**src/rtl/dead_band_gen.sv**
```systemverilog
// -----------------------------------------------------------------------------
// dead_band_gen
//   Dead-band stage that follows the PWM action qualifier. The raw single-ended
//   PWM waveform T_in is split into two complementary gate drives, PWM_A
//   (high side) and PWM_B (low side). Every transition of T_in inserts a
//   programmable dead time during which both drives are low. The rising- and
//   falling-edge delays are double-buffered. They move from the shadow inputs
//   into the active registers only at counter-zero, which keeps the dead time
//   from changing in the middle of a PWM period.
//
// Parameters
//   DW       width of the delay values and of the delay counter
//   RED_RST  rising-edge delay (cycles) held in the active register after reset
//   FED_RST  falling-edge delay (cycles) held in the active register after reset
//
// Ports
//   Clock     in   1   clock, all state updates on posedge
//   Rst_n     in   1   asynchronous active-low reset
//   En        in   1   block enable; 0 drives both outputs low via IDLE
//   T_in      in   1   raw PWM; 1 requests PWM_A, 0 requests PWM_B
//   Ctr_0     in   1   counter-zero strobe from the PWM counter
//   Load_en   in   1   arms a shadow-to-active delay transfer at Ctr_0
//   Rise_dly  in   DW  shadow dead time before PWM_A rises
//   Fall_dly  in   DW  shadow dead time before PWM_B rises
//   PWM_A     out  1   high-side drive, registered
//   PWM_B     out  1   low-side drive, registered
//   Dead      out  1   1 while both drives are low, registered
// -----------------------------------------------------------------------------
module dead_band_gen #(
  parameter int DW      = 10,
  parameter int RED_RST = 10,
  parameter int FED_RST = 10
) (
  input  logic          Clock,
  input  logic          Rst_n,
  input  logic          En,
  input  logic          T_in,
  input  logic          Ctr_0,
  input  logic          Load_en,
  input  logic [DW-1:0] Rise_dly,
  input  logic [DW-1:0] Fall_dly,
  output logic          PWM_A,
  output logic          PWM_B,
  output logic          Dead
);

  typedef enum logic [2:0] {
    IDLE     = 3'd0,
    DLY_RISE = 3'd1,
    A_ON     = 3'd2,
    DLY_FALL = 3'd3,
    B_ON     = 3'd4
  } state_t;

  state_t          state_q, state_d;
  logic [DW-1:0]   cnt_q, cnt_d;
  logic [DW-1:0]   red_act_q, fed_act_q;
  logic            t_q;
  logic            a_q, a_d;
  logic            b_q, b_d;
  logic            dead_q, dead_d;
  logic            rise, fall;

  // Counter preload for a delay of d cycles. A delay of 0 is treated as 1,
  // so the load value is max(d,1)-1 and never wraps.
  function automatic logic [DW-1:0] dly_load(input logic [DW-1:0] d);
    if (d == '0) begin
      return '0;
    end
    return d - DW'(1);
  endfunction

  // Edges are judged against the value of T_in seen at the previous clock.
  assign rise = T_in & ~t_q;
  assign fall = ~T_in & t_q;

  always_comb begin
    state_d = state_q;
    cnt_d   = cnt_q;

    if (!En) begin
      // Disable wins over every transition and clears the counter. The next
      // enable starts from IDLE, so it always passes through a full dead time.
      state_d = IDLE;
      cnt_d   = '0;
    end else begin
      case (state_q)
        IDLE: begin
          if (T_in) begin
            state_d = DLY_RISE;
            cnt_d   = dly_load(red_act_q);
          end else begin
            state_d = DLY_FALL;
            cnt_d   = dly_load(fed_act_q);
          end
        end
        DLY_RISE: begin
          // A reversal during the delay aborts it and restarts the opposite delay.
          if (fall) begin
            state_d = DLY_FALL;
            cnt_d   = dly_load(fed_act_q);
          end else if (cnt_q != '0) begin
            cnt_d = cnt_q - DW'(1);
          end else begin
            state_d = A_ON;
          end
        end
        A_ON: begin
          if (fall) begin
            state_d = DLY_FALL;
            cnt_d   = dly_load(fed_act_q);
          end
        end
        DLY_FALL: begin
          if (rise) begin
            state_d = DLY_RISE;
            cnt_d   = dly_load(red_act_q);
          end else if (cnt_q != '0) begin
            cnt_d = cnt_q - DW'(1);
          end else begin
            state_d = B_ON;
          end
        end
        B_ON: begin
          if (rise) begin
            state_d = DLY_RISE;
            cnt_d   = dly_load(red_act_q);
          end
        end
        default: begin
          state_d = IDLE;
          cnt_d   = '0;
        end
      endcase
    end

    // Outputs are registered and take the value of the state being entered.
    a_d    = (state_d == A_ON);
    b_d    = (state_d == B_ON);
    dead_d = ~(a_d | b_d);
  end

  always_ff @(posedge Clock or negedge Rst_n) begin
    if (!Rst_n) begin
      state_q   <= IDLE;
      cnt_q     <= '0;
      t_q       <= 1'b0;
      red_act_q <= DW'(RED_RST);
      fed_act_q <= DW'(FED_RST);
      a_q       <= 1'b0;
      b_q       <= 1'b0;
      dead_q    <= 1'b1;
    end else begin
      state_q <= state_d;
      cnt_q   <= cnt_d;
      t_q     <= T_in;
      // A delay already counting keeps its loaded count. New values are used
      // from the next DLY_* entry onward.
      if (Ctr_0 && Load_en) begin
        red_act_q <= Rise_dly;
        fed_act_q <= Fall_dly;
      end
      a_q    <= a_d;
      b_q    <= b_d;
      dead_q <= dead_d;
    end
  end

  assign PWM_A = a_q;
  assign PWM_B = b_q;
  assign Dead  = dead_q;

endmodule

```
**config.mk**
```make
export PLATFORM = sky130hd
export DESIGN_NAME = dead_band_gen
export DESIGN_NICKNAME = d
export VERILOG_FILES = /design/src/rtl/dead_band_gen.sv
export SDC_FILE = /design/constraint.sdc
export NUM_CORES = 1
export LEC_CHECK = 0
export ABC_AREA = 1
export CAP_MARGIN = 20
export CORE_MARGIN = 2
export CORE_UTILIZATION = 56
export DETAILED_ROUTE_END_ITERATION = 8
export GPL_ROUTABILITY_DRIVEN = 0
export PLACE_DENSITY = 0.81
export SLEW_MARGIN = 20
export SYNTH_ARGS = -nofsm -noshare
export SYNTH_HDL_FRONTEND = slang
export SYNTH_SLANG_ARGS = --single-unit
export TNS_END_PERCENT = 50
```
**constraint.sdc**
```tcl
create_clock -name Clock -period 2.1 [get_ports Clock]
set_input_delay 0.315 -clock Clock [delete_from_list [all_inputs] [get_ports Clock]]
set_output_delay 0.315 -clock Clock [all_outputs]
set_load 0.03 [all_outputs]
```
# After elaboration in Yosys (flattened, before gate mapping)
# Index checks and enable logic that the tools add are counted.
# totals
register_bits	37
elab_cells	74
# classes
add_sub_neg	3
n_eq_ne	8
mux	43
bitwise	6
n_reduce_logical	6
# ops
cell	count
$mux 10	15
$pmux 10 s5	1
$sub 10x1->10 const B	3
$mux 3	7
$logic_not 10->1	2
$mux 1	18
$pmux 3 s5	1
$reduce_bool 10->1	1
$eq 3x2->1 const B	3
$eq 3x3->1 const B	2
$ne 3x3->1 const B	2
$eq 3x1->1 const B	1
$logic_not 3->1	1
$not 1->1	3
$and 1x1->1	2
$mux 2	1
$reduce_and 2->1	1
$logic_and 1x1->1	1
$or 1x1->1	1

# Logic depth before layout (Yosys ltp)
# Gate-level depths: netlist of the first run.
# logic_depth
ltp_word	9
ltp_mapped	11

# Worst setup path before layout of the first run
# Ideal clock, no wire load.
# synth_timing
path_type	register -> register
startpoint	register cnt_q[0]
endpoint	register state_q[0]
setup_ps	113
arrival_time_ps	1475
setup_slack_ps	512
path_stages_with_launch	11
synth_period_minus_slack_ps	1588
cell_sequence	dfrtp_1 -> inv_1 -> ha_1 -> nand2_1 -> nor2_4 -> nand3_2 -> buf_6 -> o21ai_1 -> nand4_1 -> nand2_1 -> inv_1
# synth_between
elab_chain_len	5
elab_cells_between_ends	7
cone_classes	6 x mux; 1 x reduce/logical
# synth_rtl
element	line_no	source
start: declaration	56	logic [DW-1:0] cnt_q, cnt_d;
start signal: assignment	155	cnt_q <= cnt_d;
$reduce_bool 10->1 *	102, 118	
$mux 3 (on tied branches)	118, 102	
$mux 3 (on tied branches)	115, 99	
$pmux 3 s5 *	87	case (state_q)
$mux 3 *	81	if (!En) begin
net state_d[0]	55	state_t state_q, state_d;
end signal: assignment	154	state_q <= state_d;
end: declaration	55	
# The timed path passes the listed nets; every way through them passes the cells marked *.
# A chain may end at the register's enable or synchronous reset.

# Worst setup path in the final report of the first run
# layout_timing
startpoint	register red_act_q[0]
endpoint	register cnt_q[0]
# layout_between
elab_chain_len	9
elab_cells_between_ends	19
cone_classes	1 x add/sub; 17 x mux; 1 x reduce/logical
# layout_rtl
element	line_no	source
start: declaration	57	logic [DW-1:0] red_act_q, fed_act_q;
start signal: assignment	148	red_act_q <= DW'(RED_RST);
start signal: assignment	160	red_act_q <= Rise_dly;
$logic_not 10->1	67	if (d == '0) begin
$mux 1	67	
$mux 1 (on tied branches)	115, 125, 89	
$mux 1	87	
$mux 1	81	
$mux 10	70	return d - DW'(1);
$mux 10 (on tied branches)	125, 115, 89	
$pmux 10 s5 *	87	
$mux 10 *	81	
# Mark *: on every way between the ends. The rest lies on a longest branch, timed or not. The select of a mux whose other input is x is not followed.

==> reports/results.ini, run 1 <==
[clock_tree]
cts-resized-gates = 0
cts_root_buffer = clkbuf_8
clkLatencyLatePin_ns = 0.30
cts_tree = yes
postCtsSetupBuffers = 0
cts_buffer_depth = 2
h-tree-depth = 2
cts_buffers = 5
clkTransAtPathRegs_ns = 0.09
postCtsHoldBufs = 0
clock-sinks = 37

[outcome]
status = finished, final reports clean

[sta]
hold_viol = 0
final.setup.tns_ns = 0
slew_violations = 0
period_share_pct = 86.4
finalCriticalPeriod_ns = 1.81
relSlewSlack_pct = 46.1
worst_slew_pin_slew_ns = 0.809
fin_skew_ns = 0.0103
layout_setup_ws_ns = 0.285
fmax_ghz = 0.551
setup-violations-final = 0
rsz0062_at_grt = false

[drt]
vias_per_cell = 5.12
postRouteAntennaNets = 0
drt_wl_total_um = 5270
drtIter0Drc = 247
vias = 2278
routedWlPerCell_um = 11.8
dr.pass1.iters = 4
drc_errors = 0

[critical_path]
path_buf_inv = 2
r2r.worst_path.cells = 11
critical_path.max_stage_delay_ns = 0.36
critPathSlowestCell = dfrtp_1
critPathLaunch = red_act_q[0]
crit_fanout = 6
crit_required_ns = 2.29
cp-end-kind = flip-flop
critical-path-top-delay-family = simple AND/OR/NAND/NOR gates
critPathArrivalTime_ns = 2.00
cp_cell_sequence = inv_1 -> ha_1 -> nand2_1 -> nor2_2 -> nand4_1 -> nand2_1 -> inv_2 -> nand2_1 -> nand3_1 -> nand2_1 -> nand2_1
cp-start-kind = flip-flop
rr_startpoint = red_act_q[0]
r2r-end = cnt_q[0]
worstSetupPathType = flip-flop to flip-flop
cpMostUsedCell = nand2_1
r2r_slack_ns = 0.29

[grt]
grt_use_met1_pct = 32.3
grt_max_degree = 38
overflow = 0
busiest_layer = met2
antenna_found_initial = 0
grt_pass1_wl_um = 9300
gr-usage-met2_pct = 37.4
grt_pass1_vias = 2118
met3_usage_pct = 5.96
grt_usage_pct = 23.8

[cells_and_area]
drive_above_1_share_pct = 8.61
antenna_cells = 0
fin_area_sq_mm = 0.00286
layout.nets = 423
areaGrowthSynthToFinish_pct = 18.8
final_common_cell = nand2_1
fin_util_pct = 70.5
final_cell_mix = 110 x nand2_1, 52 x inv_1, 51 x nor2_1

[worst_hold_path]
hold_class = input port to async pin

[logic_synthesis]
syn-num-nets = 389
seq_area_frac_synth_pct = 38.7
synthCells = 360
avgSynthCellArea_sq_um = 6.69
synth_area_sq_mm = 0.00241
yosysWarnings = 0
synth_cell_types = 26
ys_ff_latch = 37

[die]
die_height_um = 69.6
rows = 23
core_sq_mm = 0.00406
dieArea_sq_mm = 0.00484
die_x_um = 69.6
io-pin-count = 29
initial_core_util_pct = 59.4

[placement]
port_buffers = 28
placed_area_sq_mm = 0.00275
dp_slack_ns = 0.139
dp_hpwl_um = 3990

[pwr]
total_power_uw = 3170
vdd_drop_max_mv = 0.542
power.leakage_uw = 0.00146
power_density_mw_per_mm2 = 1110

[flow_run]
cap_violations = 0

==> worst max-delay path by stage <==
stage	endpoint	slack (ns)	depth (start not counted)
global route	cnt_q[0]	0.06	11
CTS	cnt_q[0]	0.29	11
finish	cnt_q[0]	0.29	11
global placement	cnt_q[0]	0.21	12
floorplan	state_q[0]	0.51	10
detailed placement	cnt_q[6]	0.14	12
==> state kept, by name, indices dropped and copies added, names as in the netlist <==
register and flops:
PWM_A 1, t_q 1, state_q 3, fed_act_q 10, PWM_B 1, Dead 1, red_act_q 10, cnt_q 10
==> logic make-up (layout without fill, tap and decap cells) <==
logic type | count (synthesis) | count (layout) | share of synthesized area (%)
AND/OR/NAND/NOR | 217 | 217 | 38.2
flip-flops | 37 | 37 | 38.7
buffers and inverters | 60 | 95 | 9.82
XOR/XNOR | 8 | 8 | 2.91
multiplexers | 3 | 3 | 1.40
adder cells (fa/ha/maj) | 3 | 3 | 1.56
AO/OA/AOI/OAI | 32 | 32 | 7.43
==> cell type report <==
class / instances / area, sq um
Multi-Input combinational cell: 263 / 1240
Fill cell: 346 / 1200
Sequential cell: 37 / 932
Timing Repair Buffer: 32 / 305
Inverter: 55 / 206
Clock buffer: 5 / 68.8
Tap cell: 50 / 62.6
Clock inverter: 3 / 46.3
==> Yosys cell counts, drive strengths merged <==
master  number  area (sq um)
dfrtp       32           801
dfstp        5           131
nor3         1          5.00
o211ai       3          22.5
nor2        56           228
inv         55           206
o31ai        1          12.5
o21ai        8          43.8
clkbuf       3          11.3
nand3       35           180
mux2         3          33.8
xor2         8          70.1
ha           3          37.5
buf          2          18.8
a21oi       20           100
nand4       13          81.3
or2          1          6.26
nand2      111           419
==> per-stage QoR <==
step	cells	hold slack, ns
after global routing	445	0.162
after CTS	445	0.120
final	445	0.100
after floorplan	360	0.0194
after global placement	437	0.453
after detailed placement	437	0.457
==> report_power, final <==
group	total (uW)	internal [uW]	switching (uW)
sequential	1050	889	164
clock	641	356	286
combinational	1470	535	938
==> layer usage <==
metal	part of all wire (%)	up-vias
li1	-	1199
met1	48	1015
met2	47	55
met3	3.8	9
met4	2.0	0
met5	0	-
(Power assumes the default switching activity.)
==> run 2: changes to the inputs <==
--- a/config.mk
+++ b/config.mk
@@ -10,7 +10,6 @@
 export CORE_MARGIN = 2
 export CORE_UTILIZATION = 56
 export DETAILED_ROUTE_END_ITERATION = 8
-export GPL_ROUTABILITY_DRIVEN = 0
 export PLACE_DENSITY = 0.81
 export SLEW_MARGIN = 20
 export SYNTH_ARGS = -nofsm -noshare
==> reports/results.ini, run 2 (synthesized netlist as in run 1, its figures left out) <==
[outcome]
status = finished, final reports clean

[sta]
rsz0062_at_grt = false
hold_viol = 0  ; unchanged
final.setup.tns_ns = 0  ; unchanged
fmax_ghz = 0.534  ; -3.1%
period_share_pct = 89.2  ; +2.8 points
layout_setup_ws_ns = 0.227  ; -0.0585 ns
setup-violations-final = 0  ; unchanged
finalCriticalPeriod_ns = 1.87  ; +0.0585 ns
slew_violations = 0  ; unchanged
hold_slack_ns = 0.0984  ; -0.00183 ns
worst_slew_pin_slew_ns = 0.794  ; -0.0142 ns
fin_skew_ns = 0.00922  ; -0.00104 ns
relSlewSlack_pct = 47.0  ; +0.95 points

[critical_path]
critPathArrivalTime_ns = 2.10  ; +0.10 ns
crit_fanout = 13  ; +7
r2r.worst_path.cells = 10  ; -1
cp-end-kind = flip-flop
crit_required_ns = 2.33  ; +0.04 ns
r2r_slack_ns = 0.23  ; -0.06 ns
cp-start-kind = flip-flop
worstSetupPathType = flip-flop to flip-flop
r2r-end = PWM_A
rr_startpoint = cnt_q[1]

[clock_tree]
cts_tree = yes
h-tree-depth = 2  ; unchanged
postCtsHoldBufs = 0  ; unchanged
clock-sinks = 37  ; unchanged
cts_buffers = 5  ; unchanged
clkLatencyLatePin_ns = 0.29  ; about the same
cts_root_buffer = clkbuf_8
clkTransAtPathRegs_ns = 0.08  ; about the same
cts_buffer_depth = 2  ; unchanged

[grt]
overflow = 0  ; unchanged
grt_usage_pct = 24.5  ; +0.62 points
grt_max_degree = 38  ; unchanged
grt_pass1_vias = 2204  ; +4.1%
antenna_found_initial = 0  ; unchanged
grt_pass1_wl_um = 9690  ; +4.2%

[drt]
vias = 2288  ; +0.44%
vias_per_cell = 5.15  ; +0.67%
drtIter0Drc = 250  ; +1.2%
postRouteAntennaNets = 0  ; unchanged
dr.pass1.iters = 4  ; unchanged
drt_wl_total_um = 5410  ; +2.6%
routedWlPerCell_um = 12.2  ; +2.9%
drc_errors = 0  ; unchanged

[pwr]
seq_power_share_pct = 33.1  ; about the same
power_density_mw_per_mm2 = 1120  ; +0.88%
power.leakage_uw = 0.00146  ; about the same
p_comb_share_pct = 46.6  ; about the same
vdd_drop_max_mv = 0.511  ; -5.7%
intPower_uw = 1800  ; +1.3%
power_switching_uw = 1400  ; +0.75%
p_sw_share_pct = 43.7  ; -0.13 points
clockPowerShare_pct = 20.3  ; about the same

[cells_and_area]
multiInputGateArea_sq_mm = 0.00125  ; +0.61%
ff_latch_area_sq_um = 932  ; unchanged
final_cell_mix = 110 x nand2_1, 52 x inv_1, 51 x nor2_1
antenna_cells = 0  ; unchanged
fin_util_pct = 70.6  ; +0.12 points
final_cells = 444  ; -0.22%
top_regs = cnt_q x10, fed_act_q x10, red_act_q x10
areaGrowthSynthToFinish_pct = 19.0
num-fill-cells = 330  ; -4.6%
final_common_cell = nand2_1
layout.nets = 422  ; -0.24%
drive_above_1_share_pct = 8.38  ; -0.23 points

[die]
initial_core_util_pct = 59.4  ; unchanged
core_sq_mm = 0.00406  ; unchanged
rows = 23  ; unchanged
die_height_um = 69.6  ; unchanged
die_x_um = 69.6  ; unchanged
dieArea_sq_mm = 0.00484  ; unchanged
io-pin-count = 29  ; unchanged

[placement]
dp_hpwl_um = 4100  ; +2.8%
gp_congestion = 0.862
dp_slack_ns = 0.160  ; +0.0214 ns
dpl.cell_count = 436  ; -0.23%
port_buffers = 28  ; unchanged

[flow_run]
cap_violations = 0  ; unchanged

[worst_hold_path]
hold_class = input port to async pin

-- run 2: cell types whose count changed in the layout (fill, tap and decap cells not counted), sizes merged --
cell / delta
buf: -1
clkbuf: +1
clkinv: -1
-- run 2: what timing repair did --
action	4_1_cts	5_1_grt
gates resized for setup	0	1
endpoints found under the hold margin	0	0
endpoints found under the setup margin	0	2
buffers inserted	0	0
-- run 2: worst max path at each step --
| stage | slack (ns) | start | cells after the start | to |
|---|---|---|---|---|
| global route | 0.07 | fed_act_q[0] | 11 | cnt_q[4] |
| global placement | 0.17 | T_in | 12 | cnt_q[6] |
| CTS | 0.14 | cnt_q[1] | 10 | PWM_A |
| finish | 0.23 | cnt_q[1] | 10 | PWM_A |
| floorplan | 0.51 | cnt_q[0] | 10 | state_q[0] |
| detailed placement | 0.16 | T_in | 9 | cnt_q[1] |
-- run 2: area by class of cell --
cell class	instances	area share [%]
sequential	37	32.5
timing repair buffer	31	10.4
clock buffer	6	2.88
multi-input combinational	263	43.5
tap	50	2.18
inverter	55	7.20
clock inverter	2	1.31
-- run 2: worst max-delay path, cell delays in order, from the launching register on --
cell and delay, ns:
dfrtp_1 0.41, inv_1 0.09, ha_1 0.22, nand2_1 0.14
nor2_4 0.18, nand3_4 0.18, inv_1 0.17, nand2_1 0.07
o211ai_1 0.11, nand2_1 0.13, nor2_1 0.11
-- run 2: layer usage --
layer	up-vias	global-route usage (%)	part of all wire, %
li1	1200	-	-
met1	1020	32.8	47
met2	60	40.4	48
met3	8	4.22	4.0
met4	0	7.63	1.4
met5	-	0	0
-- run 2: power by group through the flow --
stage                     combinational, uW  sequential [uW]  clock, uW
after detailed placement               1440             1070          0
after floorplan                        1100             1050          0
after global placement                 1410             1060          0
final                                  1490             1060        651
after CTS                              1460             1050        656
after global routing                   1710             1080        682
-- run 2: through the flow --
stage | total power, uW | instance area [sq um]
6_report | 3200 | 2870
5_1_grt | 3480 | 2870
4_1_cts | 3170 | 2860
3_5_place_dp | 2510 | 2740
3_3_place_gp | 2470 | 2740
2_1_floorplan | 2150 | 2410
